$ cat config.mk
export PLATFORM = sky130hd
export DESIGN_NAME = modinv_loop_sequencer
export DESIGN_NICKNAME = d
export VERILOG_FILES = /design/src/rtl/modinv_loop_sequencer.sv
export SDC_FILE = /design/constraint.sdc
export NUM_CORES = 1
export LEC_CHECK = 0
export BUFFER_PORTS_ARGS = -buffer_cell sky130_fd_sc_hd__buf_2
export CAP_MARGIN = 20
export CORE_MARGIN = 2
export CORE_UTILIZATION = 25
export CTS_BUF_LIST = sky130_fd_sc_hd__clkbuf_8
export DETAILED_ROUTE_END_ITERATION = 16
export RECOVER_POWER = 25
export SYNTH_ARGS = -nofsm -noshare
export SYNTH_HDL_FRONTEND = slang
export SYNTH_SLANG_ARGS = --single-unit
$ cat constraint.sdc
create_clock -name clk -period 4.4 [get_ports clk]
set_input_delay 0.88 -clock clk [delete_from_list [all_inputs] [get_ports clk]]
set_output_delay 0.88 -clock clk [all_outputs]
set_load 0.01 [all_outputs]
$ cat src/rtl/modinv_loop_sequencer.sv
// Loop sequencer for the modular invertor: init, almost-inverse and reduction phases.
// Define MODINV_SEQ_EARLY_EXIT_EN for the variable-time build (early phase exits).
module modinv_loop_sequencer #(
    parameter int OPERAND_NUM_BITS = 256,
    parameter int K_NUM_BITS       = 10
) (
    input  logic                  clk,
    input  logic                  rst_n,
    input  logic                  ena,
    output logic                  rdy,
    output logic                  no_inv,
    output logic                  init_ena,
    input  logic                  init_rdy,
    output logic                  step_ena,
    input  logic                  step_rdy,
    input  logic                  step_v_is_one,
    output logic                  step_hold,
    output logic                  prep_ena,
    input  logic                  prep_rdy,
    input  logic                  s_lsb,
    output logic                  upd_ena,
    input  logic                  upd_rdy,
    output logic                  s_is_odd,
    output logic                  k_is_nul,
    output logic [K_NUM_BITS-1:0] k_cnt
);

    localparam int ITERS = 2 * OPERAND_NUM_BITS;
    localparam int IT_W  = $clog2(ITERS + 1);
    localparam logic [IT_W-1:0]       IT_LAST = IT_W'(ITERS - 1);
    localparam logic [K_NUM_BITS-1:0] K_ZERO  = {K_NUM_BITS{1'b0}};
    localparam logic [K_NUM_BITS-1:0] K_MAX   = {K_NUM_BITS{1'b1}};

    typedef enum logic [3:0] {
        S_IDLE, S_INIT_GO, S_INIT_WAIT, S_STEP_GO, S_STEP_WAIT,
        S_PREP_GO, S_PREP_WAIT, S_UPD_GO, S_UPD_WAIT
    } state_t;

    state_t                  state_q;
    logic                    rdy_q, no_inv_q, step_hold_q, s_is_odd_q, wait_first_q;
    logic                    init_ena_q, step_ena_q, prep_ena_q, upd_ena_q;
    logic [K_NUM_BITS-1:0]   k_q;
    logic [IT_W-1:0]         it_q;

    logic                    helper_rdy_s, done_s, it_last_s, step_exit_s, upd_exit_s;
    logic [K_NUM_BITS-1:0]   k_inc_d, k_dec_d;
    logic [IT_W-1:0]         it_inc_d;

    // Helper-ready selection, saturating k arithmetic and loop exit conditions.
    always_comb begin
        helper_rdy_s = 1'b0;
        case (state_q)
            S_INIT_WAIT: helper_rdy_s = init_rdy;
            S_STEP_WAIT: helper_rdy_s = step_rdy;
            S_PREP_WAIT: helper_rdy_s = prep_rdy;
            S_UPD_WAIT:  helper_rdy_s = upd_rdy;
            default:     helper_rdy_s = 1'b0;
        endcase
        if (k_q != K_MAX) begin
            k_inc_d = k_q + K_NUM_BITS'(1);
        end else begin
            k_inc_d = k_q;
        end
        if (k_q != K_ZERO) begin
            k_dec_d = k_q - K_NUM_BITS'(1);
        end else begin
            k_dec_d = k_q;
        end
        it_inc_d  = it_q + IT_W'(1);
        it_last_s = (it_q == IT_LAST);
        // The helper still shows the previous rdy on the first wait cycle.
        done_s    = helper_rdy_s & ~wait_first_q;
`ifdef MODINV_SEQ_EARLY_EXIT_EN
        step_exit_s = it_last_s | step_v_is_one;
        upd_exit_s  = it_last_s | (k_dec_d == K_ZERO);
`else
        step_exit_s = it_last_s;
        upd_exit_s  = it_last_s;
`endif
    end

    // Sequencer FSM with registered handshake and status outputs.
    always_ff @(posedge clk or negedge rst_n) begin
        if (!rst_n) begin
            state_q      <= S_IDLE;
            rdy_q        <= 1'b1;
            no_inv_q     <= 1'b0;
            step_hold_q  <= 1'b0;
            s_is_odd_q   <= 1'b0;
            wait_first_q <= 1'b0;
            init_ena_q   <= 1'b0;
            step_ena_q   <= 1'b0;
            prep_ena_q   <= 1'b0;
            upd_ena_q    <= 1'b0;
            k_q          <= K_ZERO;
            it_q         <= {IT_W{1'b0}};
        end else begin
            init_ena_q   <= 1'b0;
            step_ena_q   <= 1'b0;
            prep_ena_q   <= 1'b0;
            upd_ena_q    <= 1'b0;
            wait_first_q <= 1'b0;
            case (state_q)
                S_IDLE: begin
                    if (ena) begin
                        k_q         <= K_ZERO;
                        it_q        <= {IT_W{1'b0}};
                        step_hold_q <= 1'b0;
                        no_inv_q    <= 1'b0;
                        rdy_q       <= 1'b0;
                        init_ena_q  <= 1'b1;
                        state_q     <= S_INIT_GO;
                    end
                end
                S_INIT_GO: begin
                    wait_first_q <= 1'b1;
                    state_q      <= S_INIT_WAIT;
                end
                S_INIT_WAIT: begin
                    if (done_s) begin
                        step_ena_q <= 1'b1;
                        state_q    <= S_STEP_GO;
                    end
                end
                S_STEP_GO: begin
                    wait_first_q <= 1'b1;
                    state_q      <= S_STEP_WAIT;
                end
                S_STEP_WAIT: begin
                    if (done_s) begin
                        if (step_v_is_one) begin
                            step_hold_q <= 1'b1;
                        end else if (!step_hold_q) begin
                            k_q <= k_inc_d;
                        end
                        if (step_exit_s) begin
                            it_q       <= {IT_W{1'b0}};
                            no_inv_q   <= ~(step_hold_q | step_v_is_one);
                            prep_ena_q <= 1'b1;
                            state_q    <= S_PREP_GO;
                        end else begin
                            it_q       <= it_inc_d;
                            step_ena_q <= 1'b1;
                            state_q    <= S_STEP_GO;
                        end
                    end
                end
                S_PREP_GO: begin
                    wait_first_q <= 1'b1;
                    state_q      <= S_PREP_WAIT;
                end
                S_PREP_WAIT: begin
                    if (done_s) begin
                        s_is_odd_q <= s_lsb;
                        upd_ena_q  <= 1'b1;
                        state_q    <= S_UPD_GO;
                    end
                end
                S_UPD_GO: begin
                    wait_first_q <= 1'b1;
                    state_q      <= S_UPD_WAIT;
                end
                S_UPD_WAIT: begin
                    if (done_s) begin
                        k_q <= k_dec_d;
                        if (upd_exit_s) begin
                            it_q    <= {IT_W{1'b0}};
                            rdy_q   <= 1'b1;
                            state_q <= S_IDLE;
                        end else begin
                            it_q       <= it_inc_d;
                            prep_ena_q <= 1'b1;
                            state_q    <= S_PREP_GO;
                        end
                    end
                end
                default: begin
                    rdy_q   <= 1'b1;
                    state_q <= S_IDLE;
                end
            endcase
        end
    end

    assign rdy       = rdy_q;
    assign no_inv    = no_inv_q;
    assign init_ena  = init_ena_q;
    assign step_ena  = step_ena_q;
    assign prep_ena  = prep_ena_q;
    assign upd_ena   = upd_ena_q;
    assign step_hold = step_hold_q;
    assign s_is_odd  = s_is_odd_q;
    assign k_cnt     = k_q;
    assign k_is_nul  = (k_q == K_ZERO);

endmodule
==> results.json <==
{
  "status": "complete, but fails checks",
  "violations": "capacitance limit, slew limit",
  "final.period_utilization_pct": 78.93,
  "first_global_vias": 1776,
  "diodes": 0,
  "setup_tns_ns": 0,
  "hold_violations": 0,
  "synth_compound_area_share_pct": 23.48,
  "grt_start_max_net_pins": 34,
  "dr.pass1.iters": 5,
  "slew_headroom_pct": -26.36,
  "synth_ff_type": "dfrtp_1",
  "start_util_pct": 25.61,
  "ys_types": 62,
  "synth_commonest_cells": "dfrtp_1 (32), nor2_1 (26), o21ai_0 (20)",
  "syn-num-nets": 260,
  "crit_arrival_ns": 3.64,
  "wirelength_mm": 5.140,
  "die_x_um": 98.28,
  "slew_violations": 34,
  "path_buf_inv": 1,
  "portBuffers": 27,
  "seqCellArea_um2": 827.0,
  "vias_per_cell": 5.030,
  "antenna_found_initial": 0,
  "htreeDepth": 2,
  "ys_ff_latch": 33,
  "clock_latency_ns": 0.30,
  "p_total_mw": 1.447,
  "min_path_type": "reg -> reg",
  "whs_ns": 0.4885,
  "io_pins": 28,
  "clkSinkCount": 33,
  "wl_per_cell_um": 13.82,
  "placed_area_mm2": 0.002409,
  "yosysTopAreaCell": "dfrtp_1",
  "layout.cells.non_filler": 372,
  "fp.dieH_um": 98.28,
  "cap_violations": 1,
  "design_area_mm2": 0.002541,
  "synth_most_common_cell": "dfrtp_1",
  "dp_slack_ns": 0.9154,
  "fin_util_pct": 29.28,
  "synth_fa_ha_area_share_pct": 5.968,
  "synth-simple-area-share_pct": 22.02,
  "clock_skew_ns": 0.008390,
  "design.die.area_mm2": 0.009659,
  "cts_root_buffer": "clkbuf_8",
  "cts_buffers": 5,
  "multi_input_area_mm2": 0.001262,
  "crit_fanout": 20,
  "cts_tree": "yes",
  "std_cell_rows": 34,
  "fin_crit_ns": 3.473,
  "hp-start": "rdy",
  "ir_drop_mv": 0.2187,
  "core_area_mm2": 0.008678,
  "ant_nets": 0,
  "max_freq_mhz": 287.9,
  "place.gp.congestion": 0.8587,
  "clk_pin_slew_worst_paths_ns": 0.08,
  "post_cts_resized": 0,
  "grt.overflow.total": 0,
  "hpwlAfterDp_mm": 3.625,
  "finalSetupViolations": 0,
  "grt.total_usage_pct": 11.69,
  "crit_path_end_kind": "flop",
  "synth_xor_area_share_pct": 1.971,
  "syn-cell-area_mm2": 0.002222,
  "final_layout_size_suffix_gt1_share_pct": 22.35,
  "synthToLayoutAreaGrowth_pct": 14.36,
  "drc": 0,
  "start_kind": "flop",
  "drtIter0Drc": 64,
  "max_stage_delay_ns": 0.77,
  "crit_path_cell_trace": "or4b_1 -> inv_1 -> ha_1 -> a211oi_1 -> o21bai_1 -> a2111oi_0 -> nor2_1 -> xnor2_1 -> o22ai_1",
  "cp.required_ns": 4.56,
  "grt_pass1_wl_mm": 9.101,
  "leakage_nw": 1.161,
  "yosys-top-cells-area": "dfrtp_1 (36%), ha_1 (5.1%), o21ai_0 (4.5%), nor2_1 (4.4%), nand2_1 (2.4%)",
  "rsz0062_at_grt": "no",
  "num_vias": 1871,
  "place_inst": 364,
  "ys_seq_area_share_pct": 37.22,
  "nNetsFinal": 282,
  "syn_inst": 241,
  "synth.avg_cell_area_um2": 9.220,
  "synth.mux.area_fraction_pct": 3.378,
  "synth_edf_count": 0,
  "cp_slowest_cell": "dfrtp_1",
  "worstMarginPinSlew_ns": 1.895,
  "ys_async_sr_fraction_pct": 100.0,
  "netlist.area_leader.share_pct": 36.04,
  "path_class": "reg -> reg",
  "synth.yosys.warnings": 0,
  "setup_slack_ns": 0.9269,
  "powerDensity_mw_per_mm2": 569.4,
  "clockBufferDepth": 2,
  "fillers": 931,
  "worstSetupStartpoint": "state_q[3]",
  "cts_setup_buffers": 0,
  "reg2reg_from": "state_q[3]",
  "synth_top_family_by_area": "compound AO/OA/AOI/OAI gates",
  "cp_top_family": "compound AO/OA/AOI/OAI gates",
  "hold_buffers": 0
}
[placed cells by master, fill, tap and decap left out, types with 2 or more instances in the layout]
master     instances
mux2_2             4
or3_1              2
nand2_1           14
nand2_2            2
nor2_1            26
clkbuf_8           5
a21oi_1            9
and3_1             4
nor2b_1            4
o21ai_0           20
a32o_1             3
a31oi_1            3
or2_2              5
or4_1              3
ha_1               9
dfrtp_1           32
nor3_1             6
a21o_1             3
a211oi_1           2
o21bai_1           2
xnor2_1            3
inv_1             13
o31ai_1            7
mux2i_1            3
bufinv_16          2
nand2b_1           3
xor2_1             2
buf_2             26
nand3_1            6
o22ai_1            2
and2_1             4
o41ai_1            2
nand4_1            3
[cells by family after synthesis]
| group | Yosys count |
|---|---|
| AO/OA/AOI/OAI | 70 |
| XOR/XNOR | 5 |
| adder cells (fa/ha/maj) | 10 |
| buffers and inverters | 25 |
| flip-flops | 33 |
| multiplexers | 7 |
| AND/OR/NAND/NOR | 91 |
[state kept, by name (all words and copies together), names as in the netlist]
signal        count
init_ena          1
rdy               1
wait_first_q      1
step_hold         1
s_is_odd          1
no_inv            1
prep_ena          1
k_cnt            10
it_q             10
state_q           4
upd_ena           1
step_ena          1
[where the power goes]
part	switching [mW]	total, mW	leakage [nW]	internal (mW)
sequential	0.120	0.491	0.446	0.371
combinational	0.361	0.606	0.647	0.245
clock	0.125	0.350	0.0681	0.225
total	0.606	1.45	1.16	0.841
[final cells by class]
cell class | instances | area share [%]
timing repair buffer | 27 | 5.268
sequential | 33 | 32.55
clock inverter | 3 | 2.560
clock buffer | 5 | 2.708
tap | 108 | 5.318
multi-input combinational | 183 | 49.68
inverter | 13 | 1.920
[routing by layer]
layer  routed length (um)  vias up  track usage (%)
li1                     -      928                -
met1                 2608      894            17.62
met2                 2208       43            16.06
met3                  269        6            3.794
met4                   53        0            2.845
met5                    0        -                0
[path summary, 6_finish.rpt]
path | to | slack [ns] | cells past startpoint
max in group asynchronous | k_cnt[5] | 2.21 | 1
min in group asynchronous | it_q[2] | 1.10 | 1
max reg2reg | k_cnt[7] | 0.93 | 9
max | k_cnt[7] | 0.93 | 9
min | rdy | 0.49 | 2
min reg2reg | rdy | 0.49 | 2
[worst register-to-register path: stages (launching register included)]
cell and delay [ns]:
dfrtp_1 0.77, or4b_1 0.69, inv_1 0.40, ha_1 0.33, a211oi_1 0.29, o21bai_1 0.13
a2111oi_0 0.39, nor2_1 0.11, xnor2_1 0.16, o22ai_1 0.08
Note: power is estimated with default switching activity, not from simulation.
